===== config.mk =====
export PLATFORM = sky130hd
export DESIGN_NAME = tow_match_ctrl
export DESIGN_NICKNAME = d
export VERILOG_FILES = /design/src/rtl/tow_pkg.sv /design/src/rtl/tow_rise_det.sv /design/src/rtl/tow_match_ctrl.sv
export SDC_FILE = /design/constraint.sdc
export NUM_CORES = 1
export LEC_CHECK = 0
export CAP_MARGIN = 40
export CELL_PAD_IN_SITES_DETAIL_PLACEMENT = 1
export CELL_PAD_IN_SITES_GLOBAL_PLACEMENT = 1
export CORE_ASPECT_RATIO = 1.4
export CORE_MARGIN = 8
export CORE_UTILIZATION = 38
export CTS_CLUSTER_DIAMETER = 150
export DETAILED_ROUTE_END_ITERATION = 8
export PLACE_DENSITY = 0.88
export SLEW_MARGIN = 20
export SYNTH_ARGS = -nofsm -noshare
export SYNTH_HDL_FRONTEND = slang
export SYNTH_SLANG_ARGS = --single-unit

===== constraint.sdc =====
create_clock -name clk -period 1.73 [get_ports clk]
set_input_delay 0.4325 -clock clk [delete_from_list [all_inputs] [get_ports clk]]
set_output_delay 0.4325 -clock clk [all_outputs]
set_load 0.01 [all_outputs]

===== src/rtl/tow_pkg.sv =====
// Shared definitions for the tug-of-war match controller slice.
package tow_pkg;

  typedef enum logic [2:0] {
    IDLE  = 3'd0,
    PLAY  = 3'd1,
    HOLD  = 3'd2,
    CLEAR = 3'd3,
    DONE  = 3'd4
  } tow_state_t;

  localparam int DEF_WIN_ROUNDS = 3;
  localparam int DEF_SCORE_W    = 3;
  localparam int DEF_TIE_W      = 4;
  localparam int DEF_CLR_DELAY  = 8;

  // Width needed to hold a down-counter preload of d-1 (never narrower than 1 bit).
  function automatic int cntWidth(input int d);
    return (d > 1) ? $clog2(d) : 1;
  endfunction

endpackage


===== src/rtl/tow_rise_det.sv =====
// Registered rising-edge detector: rise is high while d is high and was low last cycle.
module tow_rise_det (
  input  logic clk,
  input  logic rst,
  input  logic d,
  output logic rise
);

  logic r_d_q;

  // Remember the previous level of d; cleared by the active-low synchronous reset.
  always_ff @(posedge clk) begin
    if (!rst) r_d_q <= 1'b0;
    else      r_d_q <= d;
  end

  assign rise = d & ~r_d_q;

endmodule


===== src/rtl/tow_match_ctrl.sv =====
// Best-of match controller: scores rounds from the round engine and sequences its clr pulse.
module tow_match_ctrl
  import tow_pkg::*;
#(
  parameter int WIN_ROUNDS = DEF_WIN_ROUNDS,
  parameter int SCORE_W    = DEF_SCORE_W,
  parameter int CLR_DELAY  = DEF_CLR_DELAY,
  parameter int TIE_W      = DEF_TIE_W
) (
  input  logic               clk,
  input  logic               rst,
  input  logic               start,
  input  logic               winrnd,
  input  logic               right,
  input  logic               tie,
  output logic               clr,
  output logic [SCORE_W-1:0] score_l,
  output logic [SCORE_W-1:0] score_r,
  output logic [TIE_W-1:0]   tie_cnt,
  output logic               match_over,
  output logic               match_right
);

  localparam int CNT_W = cntWidth(CLR_DELAY);
  localparam logic [CNT_W-1:0]   CNT_LOAD = CNT_W'(CLR_DELAY - 1);
  localparam logic [SCORE_W-1:0] WIN_VAL  = SCORE_W'(WIN_ROUNDS);

  tow_state_t         r_state;
  tow_state_t         w_state_next;
  logic [CNT_W-1:0]   r_cnt;
  logic [SCORE_W-1:0] r_score_l;
  logic [SCORE_W-1:0] r_score_r;
  logic [TIE_W-1:0]   r_tie_cnt;
  logic               r_match_right;
  logic               w_rise;
  logic [SCORE_W-1:0] w_score_l_inc;
  logic [SCORE_W-1:0] w_score_r_inc;
  logic               w_win;

  tow_rise_det u_rise_det (
    .clk  (clk),
    .rst  (rst),
    .d    (winrnd),
    .rise (w_rise)
  );

  assign w_score_l_inc = r_score_l + 1'b1;
  assign w_score_r_inc = r_score_r + 1'b1;
  assign w_win = ~tie & (right ? (w_score_r_inc == WIN_VAL) : (w_score_l_inc == WIN_VAL));

  // State register with synchronous active-low reset.
  always_ff @(posedge clk) begin
    if (!rst) r_state <= IDLE;
    else      r_state <= w_state_next;
  end

  // Next-state decode; a tie can never satisfy w_win, so ties always go through HOLD.
  always_comb begin
    w_state_next = r_state;
    case (r_state)
      IDLE, DONE: if (start) w_state_next = CLEAR;
      PLAY:       if (w_rise) w_state_next = w_win ? DONE : HOLD;
      HOLD:       if (r_cnt == '0) w_state_next = CLEAR;
      CLEAR:      w_state_next = PLAY;
      default:    w_state_next = IDLE;
    endcase
  end

  // Scores, tie count, winner flag and the result-display delay counter.
  always_ff @(posedge clk) begin
    if (!rst) begin
      r_score_l     <= '0;
      r_score_r     <= '0;
      r_tie_cnt     <= '0;
      r_match_right <= 1'b0;
      r_cnt         <= '0;
    end else begin
      case (r_state)
        IDLE, DONE: begin
          if (start) begin
            r_score_l     <= '0;
            r_score_r     <= '0;
            r_tie_cnt     <= '0;
            r_match_right <= 1'b0;
          end
        end
        PLAY: begin
          if (w_rise) begin
            if (tie) begin
              if (r_tie_cnt != '1) r_tie_cnt <= r_tie_cnt + 1'b1;
            end else if (right) begin
              r_score_r <= w_score_r_inc;
            end else begin
              r_score_l <= w_score_l_inc;
            end
            if (w_win) r_match_right <= right;
            else       r_cnt         <= CNT_LOAD;
          end
        end
        HOLD: begin
          if (r_cnt != '0) r_cnt <= r_cnt - 1'b1;
        end
        default: begin
        end
      endcase
    end
  end

  assign clr         = (r_state == CLEAR);
  assign match_over  = (r_state == DONE);
  assign score_l     = r_score_l;
  assign score_r     = r_score_r;
  assign tie_cnt     = r_tie_cnt;
  assign match_right = r_match_right;

endmodule


==> results of run 1 <==
-- layer usage --
layer / share of wire, % / wire, um
met5: 0 / 0
met1: 38 / 1250
met4: 3.7 / 120
met2: 55 / 1810
met3: 2.9 / 94
-- metrics by stage --
step                hold WS [ns]  instances  util (%)  instance area, um^2  TNS [ns]
global placement           0.446        187      51.5                 1350     -1.80
global route               0.518        190      53.3                 1390   -0.0788
floorplan                  0.435        125         -                 1050         0
CTS                        0.496        190      52.3                 1370         0
finish                     0.490        190      53.3                 1390         0
detailed placement         0.481        187      51.5                 1350     -2.70
-- cells by family after synthesis --
group	count (synthesis)	synth area share, %
buffers and inverters	11	4.66
AND/OR/NAND/NOR	56	28.5
XOR/XNOR	4	3.35
adder cells (fa/ha/maj)	5	5.98
multiplexers	2	1.91
flip-flops	18	34.5
AO/OA/AOI/OAI	29	21.2
-- layout make-up --
cell class | count | area share, %
Tap cell | 36 | 3.23
Multi-Input combinational cell | 96 | 47.0
Sequential cell | 18 | 26.3
Timing Repair Buffer | 32 | 20.5
Inverter | 5 | 1.35
Clock buffer | 3 | 1.62
-- registers in the layout (all words and copies together) (netlist names) --
| register | cells |
|---|---|
| match_right | 1 |
| r_cnt | 3 |
| r_state | 3 |
| u_rise_det.r_d_q | 1 |
| tie_cnt | 4 |
| score_r | 3 |
| score_l | 3 |
-- Yosys cell counts, types with 4 or more instances --
| master | n |
|---|---|
| nor2_1 | 10 |
| ha_1 | 5 |
| nand3_1 | 5 |
| nand2_1 | 15 |
| a21oi_1 | 4 |
| o22ai_1 | 7 |
| inv_1 | 5 |
| xnor2_1 | 4 |
| dfxtp_1 | 18 |
| nand2b_1 | 5 |
| nor2b_1 | 5 |
| clkbuf_1 | 4 |
-- repair_timing --
| item | in CTS | in global routing |
|---|---|---|
| setup endpoints to repair | 5 | 8 |
| buffers inserted | 0 | 0 |
| gates resized for setup | 6 | 8 |
| pin swaps | 0 | 2 |
| hold buffers | 0 | 0 |
-- report_power, final --
group	internal (mW)	switching, mW
Sequential	0.443	0.0247
Clock	0.0809	0.130
Combinational	0.154	0.179
Total	0.677	0.333
-- worst paths after layout --
kind               from          to  slack, ns  cells past startpoint
min reg2reg    r_cnt[1]    r_cnt[1]       0.49                      2
min            r_cnt[1]    r_cnt[1]       0.49                      2
max reg2reg  score_r[0]    r_cnt[0]       0.11                      7
max          tie_cnt[1]  tie_cnt[1]       0.05                      1
==> summary.txt, run 1 <==
Worst setup path
  • Slowest-stage cell, CP: clkdlybuf4s50_1
  • Cells along the critical path: clkdlybuf4s50_1
  • CP required: 1.30 ns
  • Critical path class: reg -> out
  • CP endpoint kind: primary output
  • Top delay family on crit path: buffers and inverters
  • CP Max Fanout: 4
  • Slowest cell delay on critical path: 0.56 ns
  • WP buf/inv: 1
  • CP arrival: 1.25 ns
  • Critical Path Start Type: register

Clocking
  • Root Buffer Master: clkbuf_4
  • Cts bufs inserted: 3
  • Worst-Skew Late Latency: 0.29 ns
  • Worst-path clk slew: 0.10 ns
  • Clock H-tree levels: 1
  • Clock Path Buffers: 2
  • CTS tree: built
  • CTS sink count: 18

Placed design
  • DP HPWL: 2580 um
  • Port buffer count: 18
  • RD Place Congestion: 0.760
  • Pre-CTS setup slack: -0.237 ns

Floorplanning
  • Die W: 60.3 um
  • Core region area: 2620 um^2
  • Initial Util: 40.0%
  • Die area: 4710 um^2
  • # IOs: 19
  • Die Height: 78.1 um
  • Site Rows: 22

Pwr
  • Overall power: 1.01 mW
  • Pwr dens: 725 nW/um^2
  • Leakage: 0.561 nW
  • Peak supply drop: 330 uV

Yosys
  • Mapped Nets: 136
  • FF+latch count, synth: 18
  • Async set or reset register ratio after synthesis: 0%
  • Post-synth top area share: 34.4%
  • Gate Count Post-Synth: 125
  • Syn. warnings: 0
  • EDFF count, synth: 0
  • Mapped Area: 1050 um^2
  • Post-synthesis sequential area ratio: 34.4%
  • Distinct cell type count after synthesis: 37
  • Top cells by area, synth: dfxtp_1 34%, ha_1 6.0%, nand2_1 5.4%
  • Main synth FF type: dfxtp_1
  • Syn_area_per_cell: 8.37 um^2
  • Leading area contributor after synthesis: dfxtp_1

Cells and area
  • Antenna fix cells: 0
  • Storage cell area: 367 um^2
  • Nets@finish: 167
  • Area of the multi-input gates: 656 um^2
  • Area delta synth->final: 33.3%
  • Filler instances: 321
  • Commonest cells after routing, fill and taps aside: 15 x nand2_1, 15 x clkdlybuf4s50_1, 13 x dfxtp_1, 13 x buf_4, 9 x nor2_1
  • Share of cells above drive strength 1: 20.1%

GRT
  • Met1 Use GR: 13.5%
  • First-pass GRT wire length: 5160 um
  • Met2 Use GR: 27.3%
  • Number of global-route vias before repair: 1139
  • Initial antenna violation count: 0
  • Grt total ovfl: 0
  • Met3 usage: 1.63%
  • Tot GR Track Use: 14.2%
  • Pin count of the biggest net entering global routing: 17
  • GR peak layer: met2

Timing
  • Period utilization: 97.4%
  • Slew headroom: 78.8%
  • Tmin final: 1.68 ns
  • Final Hold Viols: 0
  • Clock Skew: 0.000903 ns
  • Worst Max-Slew Pin Slew: 0.316 ns
  • Highest clock rate: 594 MHz
  • Final setup vio count: 0
  • RSZ-0062 raised after global routing: yes
  • Final worst setup slack: 0.0455 ns
  • Max-slew violations: 0

Detailed routing
  • Vias: 1057
  • 1st-iter DRT viols: 13
  • WL/cell: 17.2 um
  • Antenna violation net count after detailed routing: 0
  • DRT Pass-1 Iters: 4
  • Vias per inst: 5.56
  • WL final: 3270 um
  • Drt drc: 0

Min path
  • Class of the worst hold path: reg -> reg

Outcome
  • Outcome: finished clean

Job
  • Max-Cap Viols: 0
Power figures use the tool's default switching activity.
==> inputs of run 2 (changes only) <==
- PLACE_DENSITY: 0.88 -> 0.75
==> run 2 against run 1 <==
Hold slack got worse by 0.018 ns. Cell count increased by 1.1%. Critical path depth unchanged. Non-clock buffer count increased by 2. Wire length decreased by 10%.
==> summary.txt, run 2 (same netlist as run 1, synthesis figures left out) <==
Placed design
  • Port buffer count: 18 (unchanged)
  • RD Place Congestion: 0.736 (-3.1%)
  • DP HPWL: 2370 um (-8.2%)
  • Dpl cell area: 1360 um^2 (+1.1%)
  • Pre-CTS setup slack: -0.227 ns (+0.00908 ns)

Worst setup path
  • CP required: 1.30 ns (about the same)
  • Slowest cell delay on critical path: 0.56 ns (about the same)
  • Worst r2r path cells: 7 (unchanged)
  • Top delay family on crit path: buffers and inverters
  • Slowest-stage cell, CP: clkdlybuf4s50_1
  • CP arrival: 1.24 ns (about the same)
  • CP Max Fanout: 3 (-1)
  • Critical Path Start Type: register
  • CP endpoint kind: primary output
  • R2R Setup Slk: 0.15 ns (+0.04 ns)
  • Cells along the critical path: clkdlybuf4s50_1
  • Critical R2R Capture: match_right
  • Critical path class: reg -> out
  • R2r startpoint: score_r[0]
  • WP buf/inv: 1 (unchanged)

Timing
  • Slew headroom: 82.5% (+3.8 points)
  • Period utilization: 96.8% (-0.53 points)
  • Clock Skew: 0.00750 ns (+0.00659 ns)
  • Tmin final: 1.68 ns (-0.00914 ns)
  • Final Hold Viols: 0 (unchanged)
  • Worst Max-Slew Pin Slew: 0.260 ns (-0.0555 ns)
  • Max-slew violations: 0 (unchanged)
  • RSZ-0062 raised after global routing: no
  • Final setup vio count: 0 (unchanged)
  • Setup TNS: 0 ns (unchanged)
  • Highest clock rate: 597 MHz (+0.55%)
  • Final worst setup slack: 0.0547 ns (+0.00914 ns)

Outcome
  • Outcome: finished clean

Min path
  • Hold Path Origin: r_cnt[1]
  • Class of the worst hold path: reg -> reg
  • Hold EP: r_cnt[1]
  • Worst Hold Depth: 2 (unchanged)

Floorplanning
  • Die W: 60.3 um (unchanged)
  • Die area: 4710 um^2 (unchanged)
  • Die Height: 78.1 um (unchanged)
  • Site Rows: 22 (unchanged)
  • Initial Util: 40.0% (unchanged)
  • Core region area: 2620 um^2 (unchanged)
  • # IOs: 19 (unchanged)

Pwr
  • Peak supply drop: 409 uV (+24%)
  • Pwr dens: 714 nW/um^2 (-1.5%)
  • Leakage: 0.582 nW (+3.8%)

Cells and area
  • Area delta synth->final: 33.7%
  • Cell area after layout: 1400 um^2 (+0.36%)
  • Commonest cells after routing, fill and taps aside: 16 x buf_4, 15 x nand2_1, 15 x clkdlybuf4s50_1
  • Final core utilization: 53.5% (+0.19 points)
  • Filler instances: 331 (+3.1%)
  • Area of the multi-input gates: 639 um^2 (-2.5%)
  • Storage cell area: 373 um^2 (+1.7%)
  • Commonest non-fill, non-tap cell in the layout: buf_4
  • Largest register FFs: 4 (unchanged)
  • Nets@finish: 169 (+1.2%)
  • Share of cells above drive strength 1: 21.2% (+1.0 points)
  • Antenna fix cells: 0 (unchanged)

Detailed routing
  • Antenna violation net count after detailed routing: 0 (unchanged)
  • Vias per inst: 5.21 (-6.3%)
  • 1st-iter DRT viols: 3 (-10)
  • WL final: 2930 um (-10%)
  • WL/cell: 15.3 um (-11%)
  • DRT Pass-1 Iters: 3 (-1)
  • Drt drc: 0 (unchanged)
  • Vias: 1001 (-5.3%)

Clocking
  • Worst-path clk slew: 0.11 ns (about the same)
  • Clock H-tree levels: 1 (unchanged)
  • Cts hold-fix bufs: 0 (unchanged)
  • Worst-Skew Late Latency: 0.29 ns (about the same)
  • CTS tree: built
  • Clock Path Buffers: 2 (unchanged)
  • Root Buffer Master: clkbuf_4
  • Cts bufs inserted: 3 (unchanged)
  • Post-CTS Setup Bufs: 0 (unchanged)
  • CTS sink count: 18 (unchanged)

GRT
  • First-pass GRT wire length: 4940 um (-4.3%)
  • Tot GR Track Use: 13.2% (-1.0 points)
  • Initial antenna violation count: 0 (unchanged)
  • Number of global-route vias before repair: 1106 (-2.9%)
  • Pin count of the biggest net entering global routing: 13 (-4)
  • Grt total ovfl: 0 (unchanged)

Job
  • Max-Cap Viols: 0 (unchanged)
[run 2: cell types whose count changed in the layout (fill, tap and decap cells not counted), sizes merged]
cell and delta:
dlygate4sd2 -1, buf +2, dlymetal6s2s +1
[run 2: layout make-up]
| cell class | count | area share [%] |
|---|---|---|
| well taps | 36 | 3.22 |
| flip-flops and latches | 18 | 26.7 |
| inverters | 5 | 1.34 |
| clock buffers | 3 | 1.61 |
| multi-input cells | 96 | 45.7 |
| repair buffers | 34 | 21.5 |
[run 2: routing by layer]
metal,wire length [um],part of all wire (%),GRT usage (%),up-vias
met3,91,3.1,2.61,4
met2,1520,52,23.5,14
met1,1280,43,14.4,475
met4,42,1.4,5.28,0
li1,-,-,-,508
met5,0,0,0,-
[run 2: worst max-delay path by stage]
stage	cells past startpoint	to	from	slack (ns)
2_1_floorplan	6	match_right	score_r[0]	0.11
3_3_place_gp	6	score_r[2]	winrnd	-0.18
3_5_place_dp	7	tie_cnt[0]	winrnd	-0.23
4_1_cts	1	score_l[0]	score_l[0]	0.005
5_1_grt	6	score_r[2]	winrnd	0.001
6_report	1	match_right	match_right	0.05
[run 2: timing repair]
| item | 4_1_cts | 5_1_grt |
|---|---|---|
| resized for setup | 5 | 8 |
| endpoints found under the hold margin | 0 | 0 |
| endpoints found under the setup margin | 3 | 11 |
| pin swaps | 0 | 1 |
[run 2: power breakdown]
group	switching [mW]	total, mW	internal, mW
clock network	0.129	0.210	0.0809
logic	0.157	0.315	0.158
registers	0.0299	0.474	0.444
[run 2: through the flow]
stage	hold slack (ns)	std cells	power (mW)
after floorplan	0.435	125	0.676
after CTS	0.481	192	1.01
after detailed placement	0.465	189	0.796
after global placement	0.448	189	0.782
final	0.472	192	0.999
after global routing	0.501	192	1.06
==> inputs of run 3 (changes only) <==
- CORE_MARGIN: 8 -> 3
- SETUP_SLACK_MARGIN: not set -> 0.02
==> run 3 against run 2 <==
Largest power group unchanged. Non-clock buffer count rose by 1. Clock skew fell by 0.0066 ns. Cell area rose by 2.8%. Highest routed layer unchanged. Critical endpoint is now tie_cnt[3].
==> summary.txt, run 3 (same netlist as run 1, synthesis figures left out) <==
Timing
  • Tmin final: 1.66 ns (-0.0145 ns)
  • Max-slew violations: 0 (unchanged)
  • Final setup vio count: 0 (unchanged)
  • Final Hold Viols: 0 (unchanged)
  • Clock Skew: 0.000860 ns (-0.00664 ns)
  • Final worst setup slack: 0.0692 ns (+0.0145 ns)
  • Worst Max-Slew Pin Slew: 0.252 ns (-0.00802 ns)
  • Highest clock rate: 602 MHz (+0.87%)
  • Setup TNS: 0 ns (unchanged)
  • Period utilization: 96.0% (-0.84 points)
  • Slew headroom: 83.2% (+0.67 points)
  • RSZ-0062 raised after global routing: yes

Worst setup path
  • Critical Path Start Type: register
  • CP arrival: 1.23 ns (about the same)
  • Cells along the critical path: clkdlybuf4s50_1
  • Top delay family on crit path: buffers and inverters
  • CP Max Fanout: 3 (unchanged)
  • CP endpoint kind: primary output
  • R2r startpoint: score_r[0]
  • Critical path class: reg -> out
  • Slowest cell delay on critical path: 0.55 ns (about the same)
  • CP required: 1.30 ns (about the same)
  • WP buf/inv: 1 (unchanged)
  • Setup crit start: tie_cnt[3]
  • Slowest-stage cell, CP: clkdlybuf4s50_1

Floorplanning
  • Site Rows: 21 (-4.5%)
  • Die W: 50.3 um (-17%)
  • Initial Util: 41.9% (+1.9 points)
  • Die area: 3430 um^2 (-27%)
  • Core region area: 2500 um^2 (-4.5%)
  • Die Height: 68.1 um (-13%)
  • # IOs: 19 (unchanged)

Clocking
  • Clock Path Buffers: 2 (unchanged)
  • CTS tree: built
  • Cts bufs inserted: 3 (unchanged)
  • Worst-path clk slew: 0.10 ns (about the same)
  • Worst-Skew Late Latency: 0.29 ns (about the same)
  • CTS sink count: 18 (unchanged)
  • Root Buffer Master: clkbuf_4
  • Clock H-tree levels: 1 (unchanged)

Cells and area
  • Commonest non-fill, non-tap cell in the layout: buf_4
  • Final core utilization: 57.6% (+4.1 points)
  • Final std cells w/o fill: 191 (-0.52%)
  • Antenna fix cells: 0 (unchanged)
  • Commonest cells after routing, fill and taps aside: 17 x buf_4, 15 x nand2_1, 15 x clkdlybuf4s50_1
  • Largest register FFs: 4 (unchanged)
  • Nets@finish: 170 (+0.59%)
  • Share of cells above drive strength 1: 25.5% (+4.3 points)
  • Area delta synth->final: 37.4%

Detailed routing
  • WL final: 2780 um (-5.2%)
  • Met3 routed WL: 48 um (-47%)
  • Vias: 990 (-1.1%)
  • DRT met1 WL: 1180 um (-7.4%)
  • 1st-iter DRT viols: 12 (+9)
  • Drt drc: 0 (unchanged)
  • Metal2 WL: 1510 um (-0.92%)
  • Antenna violation net count after detailed routing: 0 (unchanged)
  • WL/cell: 14.6 um (-4.7%)
  • Top Metal Used: met4
  • DRT Pass-1 Iters: 3 (unchanged)
  • Vias per inst: 5.18 (-0.58%)

GRT
  • Pin count of the biggest net entering global routing: 16 (+3)
  • Tot GR Track Use: 18.8% (+5.6 points)
  • Grt total ovfl: 0 (unchanged)
  • Number of global-route vias before repair: 1102 (-0.36%)
  • Initial antenna violation count: 0 (unchanged)
  • First-pass GRT wire length: 4910 um (-0.57%)

Placed design
  • Pre-CTS setup slack: -0.283 ns (-0.0557 ns)
  • RD Place Congestion: 0.882 (+20%)
  • Placed Instances: 188 (-0.53%)
  • Port buffer count: 18 (unchanged)
  • DP HPWL: 2200 um (-7.3%)

Outcome
  • Outcome: finished clean

Pwr
  • Peak supply drop: 415 uV (+1.3%)
  • Leakage: 0.582 nW (+0.11%)
  • Pwr dens: 711 nW/um^2 (-0.45%)

Min path
  • Hold Path Origin: winrnd
  • Class of the worst hold path: in -> reg

Job
  • Max-Cap Viols: 0 (unchanged)
run 3: changes by cell type in the layout (fill, tap and decap cells not counted), sizes merged:
| cell | previous run | this run |
|---|---|---|
| buf | 16 | 17 |
run 3: worst paths after layout:
| path | endpoint | slack (ns) | depth (start not counted) |
|---|---|---|---|
| max | tie_cnt[3] | 0.07 | 1 |
| min | u_rise_det.r_d_q | 0.40 | 2 |
| max reg2reg | match_right | 0.13 | 7 |
| min reg2reg | r_cnt[1] | 0.47 | 2 |
run 3: cell type report:
| type | count | area (um^2) |
|---|---|---|
| tap | 34 | 42.5 |
| inverter | 5 | 18.8 |
| fill | 301 | 1060 |
| sequential | 18 | 378 |
| timing repair buffer | 35 | 308 |
| multi-input combinational | 96 | 668 |
| clock buffer | 3 | 22.5 |
run 3: report_power, final:
part	switching, mW	internal [mW]	total (mW)
Clock	0.129	0.0809	0.210
Combinational	0.167	0.171	0.338
Sequential	0.0287	0.445	0.474
run 3: per-stage QoR:
stage	power (mW)	hold WS, ns	area (um^2)
6_report	1.02	0.404	1440
5_1_grt	1.10	0.444	1440
4_1_cts	1.02	0.479	1400
3_5_place_dp	0.808	0.465	1370
3_3_place_gp	0.790	0.448	1370
2_1_floorplan	0.676	0.435	1050
run 3: per-layer routing:
metal | global-route usage, % | vias to the layer above
li1 | - | 504
met5 | 0 | -
met3 | 2.40 | 4
met2 | 35.6 | 10
met1 | 20.5 | 472
met4 | 9.09 | 0
run 3: what timing repair did:
item | 4_1_cts | 5_1_grt
resized for setup | 10 | 11
endpoints found under the setup margin | 6 | 13
pin swaps | 0 | 0
hold buffers | 0 | 0
setup buffers | 0 | 0
